## src/rtl/pe_pkg.sv

```systemverilog
// Shared constants for the PE operand feeder: default geometry, lane indices
// and a few IEEE-754 single-precision operands used by benches.
package pe_pkg;

  localparam int unsigned DefDataWidth   = 32;
  localparam int unsigned DefBufferWidth = 2;
  localparam int unsigned DefBufferSize  = 4;

  localparam int unsigned NumLanes = 3;
  localparam int unsigned LANE_W   = 0;
  localparam int unsigned LANE_I   = 1;
  localparam int unsigned LANE_O   = 2;

  localparam logic [31:0] FP_4    = 32'h4080_0000;
  localparam logic [31:0] FP_15   = 32'h4170_0000;
  localparam logic [31:0] FP_40   = 32'h4220_0000;
  localparam logic [31:0] FP_100  = 32'h42C8_0000;
  localparam logic [31:0] FP_200  = 32'h4348_0000;
  localparam logic [31:0] FP_1000 = 32'h447A_0000;

endpackage

```

## src/rtl/pe_feed_fifo.sv

```systemverilog
// Synchronous FIFO holding operand triples; head is read straight out of the
// storage array so it is visible the cycle after the write edge.
module pe_feed_fifo #(
  parameter int unsigned Width       = 96,
  parameter int unsigned BufferWidth = 2,
  parameter int unsigned BufferSize  = 4
) (
  input  logic                   clk,
  input  logic                   rst,
  input  logic                   push,
  input  logic                   pop,
  input  logic [Width-1:0]       din,
  output logic [Width-1:0]       head,
  output logic                   full,
  output logic                   empty,
  output logic [BufferWidth:0]   occupancy
);

  logic [Width-1:0]       mem [BufferSize];
  logic [BufferWidth-1:0] wr_ptr;
  logic [BufferWidth-1:0] rd_ptr;
  logic                   do_push;
  logic                   do_pop;

  assign full    = (occupancy == (BufferWidth+1)'(BufferSize));
  assign empty   = (occupancy == '0);
  assign do_push = push & ~full;
  assign do_pop  = pop & ~empty;
  assign head    = mem[rd_ptr];

  // Storage write; contents need no reset since reads are masked while empty.
  always_ff @(posedge clk) begin
    if (do_push) mem[wr_ptr] <= din;
  end

  // Pointer and occupancy bookkeeping; pointers wrap naturally at BufferSize.
  always_ff @(posedge clk or posedge rst) begin
    if (rst) begin
      wr_ptr    <= '0;
      rd_ptr    <= '0;
      occupancy <= '0;
    end else begin
      if (do_push) wr_ptr <= wr_ptr + 1'b1;
      if (do_pop)  rd_ptr <= rd_ptr + 1'b1;
      case ({do_push, do_pop})
        2'b10:   occupancy <= occupancy + 1'b1;
        2'b01:   occupancy <= occupancy - 1'b1;
        default: occupancy <= occupancy;
      endcase
    end
  end

endmodule

```

## src/rtl/pe_operand_feeder.sv

```systemverilog
// Transmit side of the PE W/I/O valid/ready streams. Buffers host triples and
// presents the head entry on three lanes; a triple retires once every lane
// has been accepted (independently, or all together in lockstep mode).
module pe_operand_feeder
  import pe_pkg::*;
#(
  parameter int unsigned DataWidth   = DefDataWidth,
  parameter int unsigned BufferWidth = DefBufferWidth,
  parameter int unsigned BufferSize  = DefBufferSize,
  parameter int unsigned Lockstep    = 0,
  parameter int unsigned CountWidth  = 16
) (
  input  logic                  clk,
  input  logic                  rst,
  input  logic                  Host_DataInValid,
  output logic                  Host_DataInRdy,
  input  logic [DataWidth-1:0]  Host_W,
  input  logic [DataWidth-1:0]  Host_I,
  input  logic [DataWidth-1:0]  Host_O,
  output logic [DataWidth-1:0]  W_DataOut,
  output logic                  W_DataOutValid,
  input  logic                  W_DataOutRdy,
  output logic [DataWidth-1:0]  I_DataOut,
  output logic                  I_DataOutValid,
  input  logic                  I_DataOutRdy,
  output logic [DataWidth-1:0]  O_DataOut,
  output logic                  O_DataOutValid,
  input  logic                  O_DataOutRdy,
  output logic [CountWidth-1:0] Issued_Count,
  output logic                  Busy
);

  logic [3*DataWidth-1:0] head;
  logic                   full;
  logic                   empty;
  logic [BufferWidth:0]   occupancy;
  logic [NumLanes-1:0]    rdy;
  logic [NumLanes-1:0]    sent;
  logic [NumLanes-1:0]    valid;
  logic [NumLanes-1:0]    fire;
  logic                   retire;
  logic                   push;

  assign rdy[LANE_W] = W_DataOutRdy;
  assign rdy[LANE_I] = I_DataOutRdy;
  assign rdy[LANE_O] = O_DataOutRdy;

  // Push is gated on occupancy only; a same-cycle retire does not free space.
  assign Host_DataInRdy = ~full;
  assign push           = Host_DataInValid & ~full;
  assign Busy           = (occupancy != '0);

  pe_feed_fifo #(
    .Width      (3 * DataWidth),
    .BufferWidth(BufferWidth),
    .BufferSize (BufferSize)
  ) u_fifo (
    .clk      (clk),
    .rst      (rst),
    .push     (push),
    .pop      (retire),
    .din      ({Host_O, Host_I, Host_W}),
    .head     (head),
    .full     (full),
    .empty    (empty),
    .occupancy(occupancy)
  );

  // Per-lane valid/fire and the retire decision for the head triple.
  always_comb begin
    valid  = '0;
    fire   = '0;
    retire = 1'b0;
    if (!empty) begin
      if (Lockstep != 0) begin
        valid = '1;
        if (&rdy) begin
          fire   = '1;
          retire = 1'b1;
        end
      end else begin
        valid  = ~sent;
        fire   = valid & rdy;
        retire = &(sent | fire);
      end
    end
  end

  // Remember which lanes already delivered the head; cleared when it retires.
  always_ff @(posedge clk or posedge rst) begin
    if (rst) begin
      sent <= '0;
    end else if (retire) begin
      sent <= '0;
    end else if (Lockstep == 0) begin
      sent <= sent | fire;
    end
  end

  // Count fully retired triples, wrapping at 2**CountWidth.
  always_ff @(posedge clk or posedge rst) begin
    if (rst) begin
      Issued_Count <= '0;
    end else if (retire) begin
      Issued_Count <= Issued_Count + 1'b1;
    end
  end

  assign W_DataOutValid = valid[LANE_W];
  assign I_DataOutValid = valid[LANE_I];
  assign O_DataOutValid = valid[LANE_O];
  assign W_DataOut = empty ? '0 : head[LANE_W*DataWidth +: DataWidth];
  assign I_DataOut = empty ? '0 : head[LANE_I*DataWidth +: DataWidth];
  assign O_DataOut = empty ? '0 : head[LANE_O*DataWidth +: DataWidth];

endmodule

```

## config.mk

```make
export PLATFORM = sky130hd
export DESIGN_NAME = pe_operand_feeder
export DESIGN_NICKNAME = d
export VERILOG_FILES = /design/src/rtl/pe_pkg.sv /design/src/rtl/pe_feed_fifo.sv /design/src/rtl/pe_operand_feeder.sv
export SDC_FILE = /design/constraint.sdc
export NUM_CORES = 1
export LEC_CHECK = 0
export BUFFER_PORTS_ARGS = -buffer_cell sky130_fd_sc_hd__buf_4
export CORE_ASPECT_RATIO = 1.2
export CORE_MARGIN = 2
export CORE_UTILIZATION = 40
export CTS_BUF_LIST = sky130_fd_sc_hd__clkbuf_16
export CTS_CLUSTER_DIAMETER = 40
export DETAILED_ROUTE_END_ITERATION = 8
export GPL_TIMING_DRIVEN = 0
export PLACE_DENSITY = 0.68
export SYNTH_ARGS = -nofsm -noshare
export SYNTH_HDL_FRONTEND = slang
export SYNTH_SLANG_ARGS = --single-unit
```

## constraint.sdc

```tcl
create_clock -name clk -period 3.39 [get_ports clk]
set_input_delay 0.1695 -clock clk [delete_from_list [all_inputs] [get_ports clk]]
set_output_delay 0.1695 -clock clk [all_outputs]
set_load 0.05 [all_outputs]
```

==> results of run 1 <==
what timing repair did:
item,in CTS,in global routing
hold buffers,100,0
gates resized for setup,0,0
endpoints found under the hold margin,413,0
setup endpoints to repair,0,0
through the flow:
stage	hold slack [ns]	setup WS, ns	std cells
after floorplan	0.210	0.724	717
after global routing	0.0593	0.524	1659
after CTS	0.0219	0.590	1659
after detailed placement	0.373	1.08	1465
final	0.0510	0.671	1659
after global placement	0.370	-0.0346	1461
synthesized netlist by cell type, drive strengths merged:
| master | number | share of area (%) |
|---|---|---|
| a21oi | 3 | 0.095 |
| and2 | 98 | 3.9 |
| and3 | 9 | 0.36 |
| and4 | 1 | 0.056 |
| buf | 18 | 0.82 |
| clkbuf | 15 | 0.36 |
| dfrtp | 26 | 4.1 |
| edfxtp | 384 | 73 |
| fa | 1 | 0.13 |
| ha | 6 | 0.48 |
| inv | 6 | 0.14 |
| mux2 | 3 | 0.21 |
| mux4 | 96 | 14 |
| nand2 | 6 | 0.14 |
| nand3 | 3 | 0.095 |
| nand4 | 8 | 0.32 |
| nor2 | 9 | 0.21 |
| nor3 | 2 | 0.21 |
| nor4 | 1 | 0.14 |
| o22ai | 1 | 0.040 |
| xnor2 | 17 | 0.95 |
| xor2 | 4 | 0.22 |
worst min-delay path, delay by kind of cell:
kind / cells / cell delay, ns
and+or+nand+nor: 1 / 0.19
buffers and inverters: 1 / 0.11
xor gates and xnor gates: 1 / 0.08
layout by cell type (no fill, tap or decap), types with 2 or more instances in the layout:
cell type / synthesis / final
nand4_1: 8 / 8
buf_6: 3 / 3
and3_1: 9 / 5
xor2_1: 4 / 4
nand2_1: 6 / 6
xnor2_1: 17 / 17
inv_8: 0 / 3
dlygate4sd3_1: 0 / 100
clkinv_1: 0 / 9
and3_4: 0 / 4
edfxtp_1: 384 / 384
bufinv_16: 0 / 8
clkbuf_1: 15 / 15
inv_6: 0 / 2
clkinv_2: 0 / 7
nand3_1: 3 / 3
and2_1: 98 / 98
buf_2: 12 / 12
inv_1: 5 / 11
clkbuf_16: 0 / 53
buf_16: 0 / 4
dfrtp_1: 26 / 26
nor3_4: 2 / 2
buf_4: 2 / 220
mux4_2: 96 / 96
a21oi_1: 3 / 3
ha_1: 6 / 6
nor2_1: 9 / 9
mux2_2: 3 / 3
clkinvlp_4: 0 / 5
layout make-up:
class,instances,share of cell area (%)
buffer,33,0.885
inverter,6,0.108
multi-input combinational,268,16.1
timing repair buffer,322,13.1
sequential,410,58.2
tap,526,3.15
clock buffer,53,6.34
clock inverter,41,2.05
registers in the layout, summed over array words and instances, names as in the netlist:
register          cells
u_fifo.rd_ptr         2
u_fifo.wr_ptr         2
u_fifo.occupancy      3
u_fifo.mem          384
sent                  3
Issued_Count         16
kinds of logic after synthesis:
family                   count (synthesis)  synth area share (%)
AO/OA/AOI/OAI                            4                 0.135
XOR/XNOR                                21                  1.17
adder cells (fa/ha/maj)                  7                 0.604
buffers and inverters                   39                  1.32
flip-flops                             410                  77.4
multiplexers                            99                  14.0
AND/OR/NAND/NOR                        137                  5.42
metal layers:
layer | track usage (%) | share of wire, % | wire length [um]
met5 | 0 | 0 | 0
met2 | 27.0 | 50 | 16300
met1 | 20.5 | 42 | 13500
met3 | 3.41 | 5.4 | 1770
met4 | 5.40 | 2.7 | 863
power groups by stage:
stage / Clock (mW) / Sequential [mW] / Combinational (mW)
6_report: 5.51 / 6.95 / 9.50
5_1_grt: 5.82 / 7.03 / 10.0
4_1_cts: 5.62 / 6.96 / 9.67
3_5_place_dp: 0 / 7.06 / 9.55
3_3_place_gp: 0 / 7.09 / 9.43
2_1_floorplan: 0 / 7.12 / 6.58
worst paths after layout:
check	endpoint	slack [ns]	start	cells past startpoint
max reg2reg	u_fifo.occupancy[2]$_DFFE_PP0P_	1.08	u_fifo.occupancy[1]$_DFFE_PP0P_	8
max	O_DataOut[2]	0.67	u_fifo.rd_ptr[1]$_DFFE_PP0P_	6
max in group asynchronous	Issued_Count[11]$_DFFE_PP0N_	2.39	rst	3
min reg2reg	Issued_Count[15]$_DFFE_PP0N_	0.49	Issued_Count[15]$_DFFE_PP0N_	1
min in group asynchronous	u_fifo.occupancy[0]$_DFFE_PP0P_	0.41	rst	3
min	u_fifo.wr_ptr[0]$_DFFE_PP0P_	0.05	Host_DataInValid	3
==> impl_metrics.tcl, run 1 <==
set metrics [dict create \
    outcome "complete, no violations" \
    worst_pin_slew_ns 0.969 \
    crit_buf_inv 4 \
    slowest_delay_ns 0.39 \
    clockBufferDepth 3 \
    setup_tns_ns 0 \
    vias 8144 \
    path_delay_family "buffers and inverters" \
    ir_drop_v 0.000781 \
    finalHoldViolCount 0 \
    design_area_um2 20900 \
    port_buffers 218 \
    min_path_type "in -> reg" \
    path_max_fanout 10 \
    diodes 0 \
    grt_usage_pct 16.0 \
    grt-ovfl-total 0 \
    drt_iter0_markers 525 \
    drive_above_1_share_pct 37.6 \
    switching_share_pct 38.5 \
    multiInputGateArea_um2 3370 \
    setup_viol 0 \
    power_mw 22.0 \
    ys_warn_count 0 \
    num_rows 79 \
    dpl-instance-area_um2 18200 \
    place_congestion 0.723 \
    netlist_instances 717 \
    dieHeight_um 221 \
    slowest_stage "mux4_2" \
    dieWidth_um 185 \
    cts_tree "yes" \
    clk_pin_slew_ns 0.05 \
    cts_setup_buffers 0 \
    clk_latency_ns 0.56 \
    area_growth_syn_to_layout_pct 32.9 \
    io_pins 219 \
    cts_root_buffer "clkbuf_16" \
    power_density_nw_per_um2 1050 \
    cp_cell_sequence "buf_2, buf_2, buf_2, mux4_2, and2_1, buf_4" \
    combPwrFrac_pct 43.3 \
    finClkSkew_ns 0.0169 \
    grt_pass1_vias 8830 \
    synth_nets 826 \
    relSlewSlack_pct 35.3 \
    vias_per_cell 4.91 \
    regArea_um2 12200 \
    arrival_ns 2.55 \
    fin_util_pct 53.9 \
    syn_area_per_cell_um2 22.0 \
    crit_path_frequent_cell "buf_2" \
    grt_max_degree 53 \
    yosysSeqAreaShare_pct 77.4 \
    ys_types 26 \
    drv_cap 0 \
    coreArea_um2 38800 \
    ctsHtreeMaxLevel 2 \
    grt_first_pass_wirelength_um 49900 \
    criticalPathCategory "reg -> out" \
    clock-sinks 410 \
    power.share.clock_pct 25.1 \
    rsz0062_at_grt "no" \
    endpoint_kind "output pin" \
    antenna_found_initial 0 \
    synth-seq-cells 410 \
    postRouteAntennaNets 0 \
    netlist_area_um2 15700 \
    die_area_um2 41000 \
    final_nets 1200 \
    netSwitchingPower_mw 8.46 \
    cts_buffers 50 \
    dr.pass1.iters 6 \
    crit_required_ns 3.22 \
    fillers 3028 \
    wl_um 32500 \
    drc_errors 0 \
    p_int_mw 13.5 \
    initial_core_util_pct 40.5 \
    fin_crit_sh_pct 80.2 \
    p_leak_nw 7.45 \
    maxSlewViolCount 0 \
    startpoint_type "register" \
    hpwl_um 19500 \
    wl_per_cell_um 19.6 \
    fin_crit_ns 2.72 \
    fmax_mhz 368 \
    p_seq_share_pct 31.7 \
]
Power figures use the tool's default switching activity.
==> run 2: changes to the inputs <==
ABC_AREA = 1   (was not set)
clock period = 2.5 ns   (was 3.39 ns; I/O delays follow)
==> run 2 against run 1 <==
  * Sequential share of layout area fell by 2.1 points
  * Sequential cell count unchanged
  * First-iteration DRC count increased by 27%
  * Utilization fell by 0.42 points
  * Highest routed layer unchanged
  * Critical endpoint is now O_DataOut[9]
  * Area after synthesis increased by 4.1%
  * Critical path depth grew 2
  * Largest cell class unchanged
  * Global-route usage grew 3.4 points
  * Via count increased by 39%
  * Non-clock buffer count grew 54
  * Final area grew 3.8%
  * Combinational power grew 62%
  * Count of clock-buffer cells in the layout is 4 lower
==> impl_metrics.tcl, run 2 <==
set metrics [dict create \
    antenna_found_initial 1 \
    num_rows 81 \
    coreArea_um2 40600 \
    wl_per_cell_um 18.3 \
    netSwitchingPower_mw 14.0 \
    rsz0062_at_grt "yes" \
    p_seq_share_pct 29.7 \
    vias 11400 \
    grt-ovfl-total 0 \
    dieWidth_um 189 \
    fin_crit_ns 2.39 \
    p_int_mw 17.5 \
    drv_cap 0 \
    hold_path_end "u_fifo.mem[1][25]$_DFFE_PP_" \
    pre_cts_ws_ns 0.0736 \
    path_max_fanout 10 \
    cts_setup_buffers 0 \
    fmax_mhz 418 \
    synth-compound-area-share_pct 9.24 \
    layout_common_cells "413 x nor2_1, 384 x edfxtp_1, 238 x buf_4, 188 x o21ai_0, 101 x dlygate4sd3_1" \
    largest_reg_flops 384 \
    reg_top3 "u_fifo.mem x384, Issued_Count x16" \
    crit_required_ns 2.38 \
    worst_pin_slew_ns 1.00 \
    criticalPathCategory "reg -> out" \
    port_buffers 218 \
    fillers 3402 \
    clk_pin_slew_ns 0.06 \
    slowest_stage "dfrtp_1" \
    synth.most_common_cell "nor2_1" \
    fin_ws_ns 0.109 \
    maxSlewViolCount 0 \
    synthTopCellsByArea "edfxtp_1 70%, nor2_1 9.5%, o21ai_0 5.7%" \
    final_common_cell "nor2_1" \
    setup_tns_ns 0 \
    combPwrFrac_pct 49.0 \
    multiInputGateArea_um2 3680 \
    synthAdderAreaFrac_pct 0.580 \
    drt_iter0_markers 667 \
    vias_per_cell 4.96 \
    dp.cells 2101 \
    synth_top_family_by_area "simple AND/OR/NAND/NOR gates" \
    cp_cell_sequence "buf_6, buf_6, buf_4, nor2_1, nor2_1, o21ai_0, a21oi_1, buf_4" \
    p_leak_nw 8.09 \
    synth_mux_area_share_pct 0 \
    clock-sinks 410 \
    hpwl_um 26800 \
    dieHeight_um 226 \
    synth_xor_area_share_pct 0.374 \
    io_pins 219 \
    endpoint_kind "output pin" \
    relSlewSlack_pct 33.1 \
    regToRegSetupSlack_ns 0.20 \
    reg2reg_depth 6 \
    synthDominantCellAreaShare_pct 70.4 \
    arrival_ns 2.27 \
    hold_start "Host_W[25]" \
    syn_area_per_cell_um2 12.3 \
    dpl-instance-area_um2 19000 \
    grt_usage_pct 19.4 \
    drive_above_1_share_pct 22.7 \
    ctsHtreeMaxLevel 2 \
    startpoint_type "register" \
    synth-simple-area-share_pct 11.6 \
    area_growth_syn_to_layout_pct 32.5 \
    synth_top_cell_by_area "edfxtp_1" \
    final_nets 1821 \
    postRouteAntennaNets 0 \
    grt_max_degree 30 \
    cts_tree "yes" \
    ir_drop_v 0.000973 \
    instances_no_fill 2290 \
    netlist_area_um2 16400 \
    initial_core_util_pct 40.3 \
    min_path_type "in -> reg" \
    grt_first_pass_wirelength_um 63400 \
    slowest_delay_ns 0.41 \
    finClkSkew_ns 0.0113 \
    synth_commonest_cells "417 x nor2_1, 384 x edfxtp_1, 188 x o21ai_0, 99 x a21oi_1, 64 x nand2_1" \
    crit_buf_inv 4 \
    clk_latency_ns 0.55 \
    wl_um 41900 \
    yosysSeqAreaShare_pct 74.3 \
    path_delay_family "buffers and inverters" \
    outcome "complete, no violations" \
    drc_errors 0 \
    switching_share_pct 44.4 \
    netlist_instances 1331 \
    cts_buffers 47 \
    dr.pass1.iters 5 \
    fin_crit_sh_pct 95.7 \
    min_path_cells 2 \
    synth-seq-cells 410 \
    power_density_nw_per_um2 1450 \
    cts_root_buffer "clkbuf_16" \
    timing.rr.start "u_fifo.wr_ptr[0]$_DFFE_PP0P_" \
    synth-edff-count 384 \
    ys_async_sr_fraction_pct 6.34 \
    clockBufferDepth 3 \
    setup_viol 0 \
    ys_dominant_reg_cell "edfxtp_1" \
    power.share.clock_pct 21.3 \
    grt_pass1_vias 11400 \
    rr_endpoint "u_fifo.mem[2][30]$_DFFE_PP_" \
    synth_nets 1440 \
    top_register "u_fifo.mem" \
    design_area_um2 21700 \
    die_area_um2 42600 \
    ys_warn_count 0 \
    place_congestion 0.778 \
    finalHoldViolCount 0 \
    regArea_um2 12200 \
    ys_types 26 \
]
[run 2: what timing repair did]
action | in CTS | in global routing
endpoints found under the hold margin | 415 | 0
endpoints found under the setup margin | 86 | 42
gates resized for setup | 34 | 33
pin swaps | 3 | 5
hold buffers | 101 | 0
[run 2: worst max-delay path by stage]
stage / slack, ns / from / depth (start not counted) / endpoint
2_1_floorplan: -0.16 / u_fifo.occupancy[0]$_DFFE_PP0P_ / 4 / u_fifo.mem[0][0]$_DFFE_PP_
3_3_place_gp: -1.26 / u_fifo.occupancy[0]$_DFFE_PP0P_ / 4 / u_fifo.mem[3][28]$_DFFE_PP_
3_5_place_dp: 0.07 / u_fifo.occupancy[1]$_DFFE_PP0P_ / 10 / u_fifo.occupancy[2]$_DFFE_PP0P_
4_1_cts: -0.02 / u_fifo.rd_ptr[0]$_DFFE_PP0P_ / 7 / O_DataOut[10]
5_1_grt: -0.008 / u_fifo.rd_ptr[0]$_DFFE_PP0P_ / 8 / I_DataOut[24]
6_report: 0.11 / u_fifo.rd_ptr[0]$_DFFE_PP0P_ / 8 / O_DataOut[9]
[run 2: cell families (layout without fill, tap and decap cells)]
group                    after synthesis  count (layout)
adder cells (fa/ha/maj)                7               7
other                                  0               2
AO/OA/AOI/OAI                        301             301
buffers and inverters                111             529
AND/OR/NAND/NOR                      495             495
flip-flops                           410             410
XOR/XNOR                               7               7
[run 2: cell type report]
| cell class | instances | area share (%) |
|---|---|---|
| Multi-Input combinational cell | 810 | 16.9 |
| Timing Repair Buffer | 332 | 13.4 |
| Clock inverter | 37 | 1.42 |
| Buffer | 77 | 2.71 |
| Clock buffer | 49 | 5.65 |
| Tap cell | 539 | 3.11 |
| Antenna cell | 2 | 0.0230 |
| Sequential cell | 410 | 56.1 |
| Inverter | 34 | 0.622 |
[run 2: power groups by stage]
stage	registers, mW	logic (mW)	clock network [mW]
after floorplan	9.56	9.93	0
after global placement	9.55	14.7	0
after detailed placement	9.47	15.2	0
after CTS	9.34	15.5	6.83
after global routing	9.45	16.5	7.10
final	9.34	15.4	6.72
[run 2: worst reg2reg max path, stage by stage (launching register included)]
cell,delay [ns]
dfrtp_1,0.40
inv_1,0.13
ha_1,0.16
inv_1,0.06
nor2_4,0.70
buf_12,0.29
buf_12,0.25
[run 2: layer usage]
layer  track usage, %  vias up  share of wire (%)
met3             3.36       59                5.4
li1                 -     5423                  -
met2             34.0      348                 51
met4             6.33        0                2.3
met5                0        -                  0
met1             24.4     5530                 41
[run 2: stage by stage]
stage	hold slack [ns]	utilization [%]	power [mW]
6_report	0.308	53.4	31.5
5_1_grt	0.302	53.4	33.1
4_1_cts	0.281	53.3	31.6
3_5_place_dp	0.327	46.8	24.6
3_3_place_gp	0.324	46.2	24.3
2_1_floorplan	0.165	-	19.5
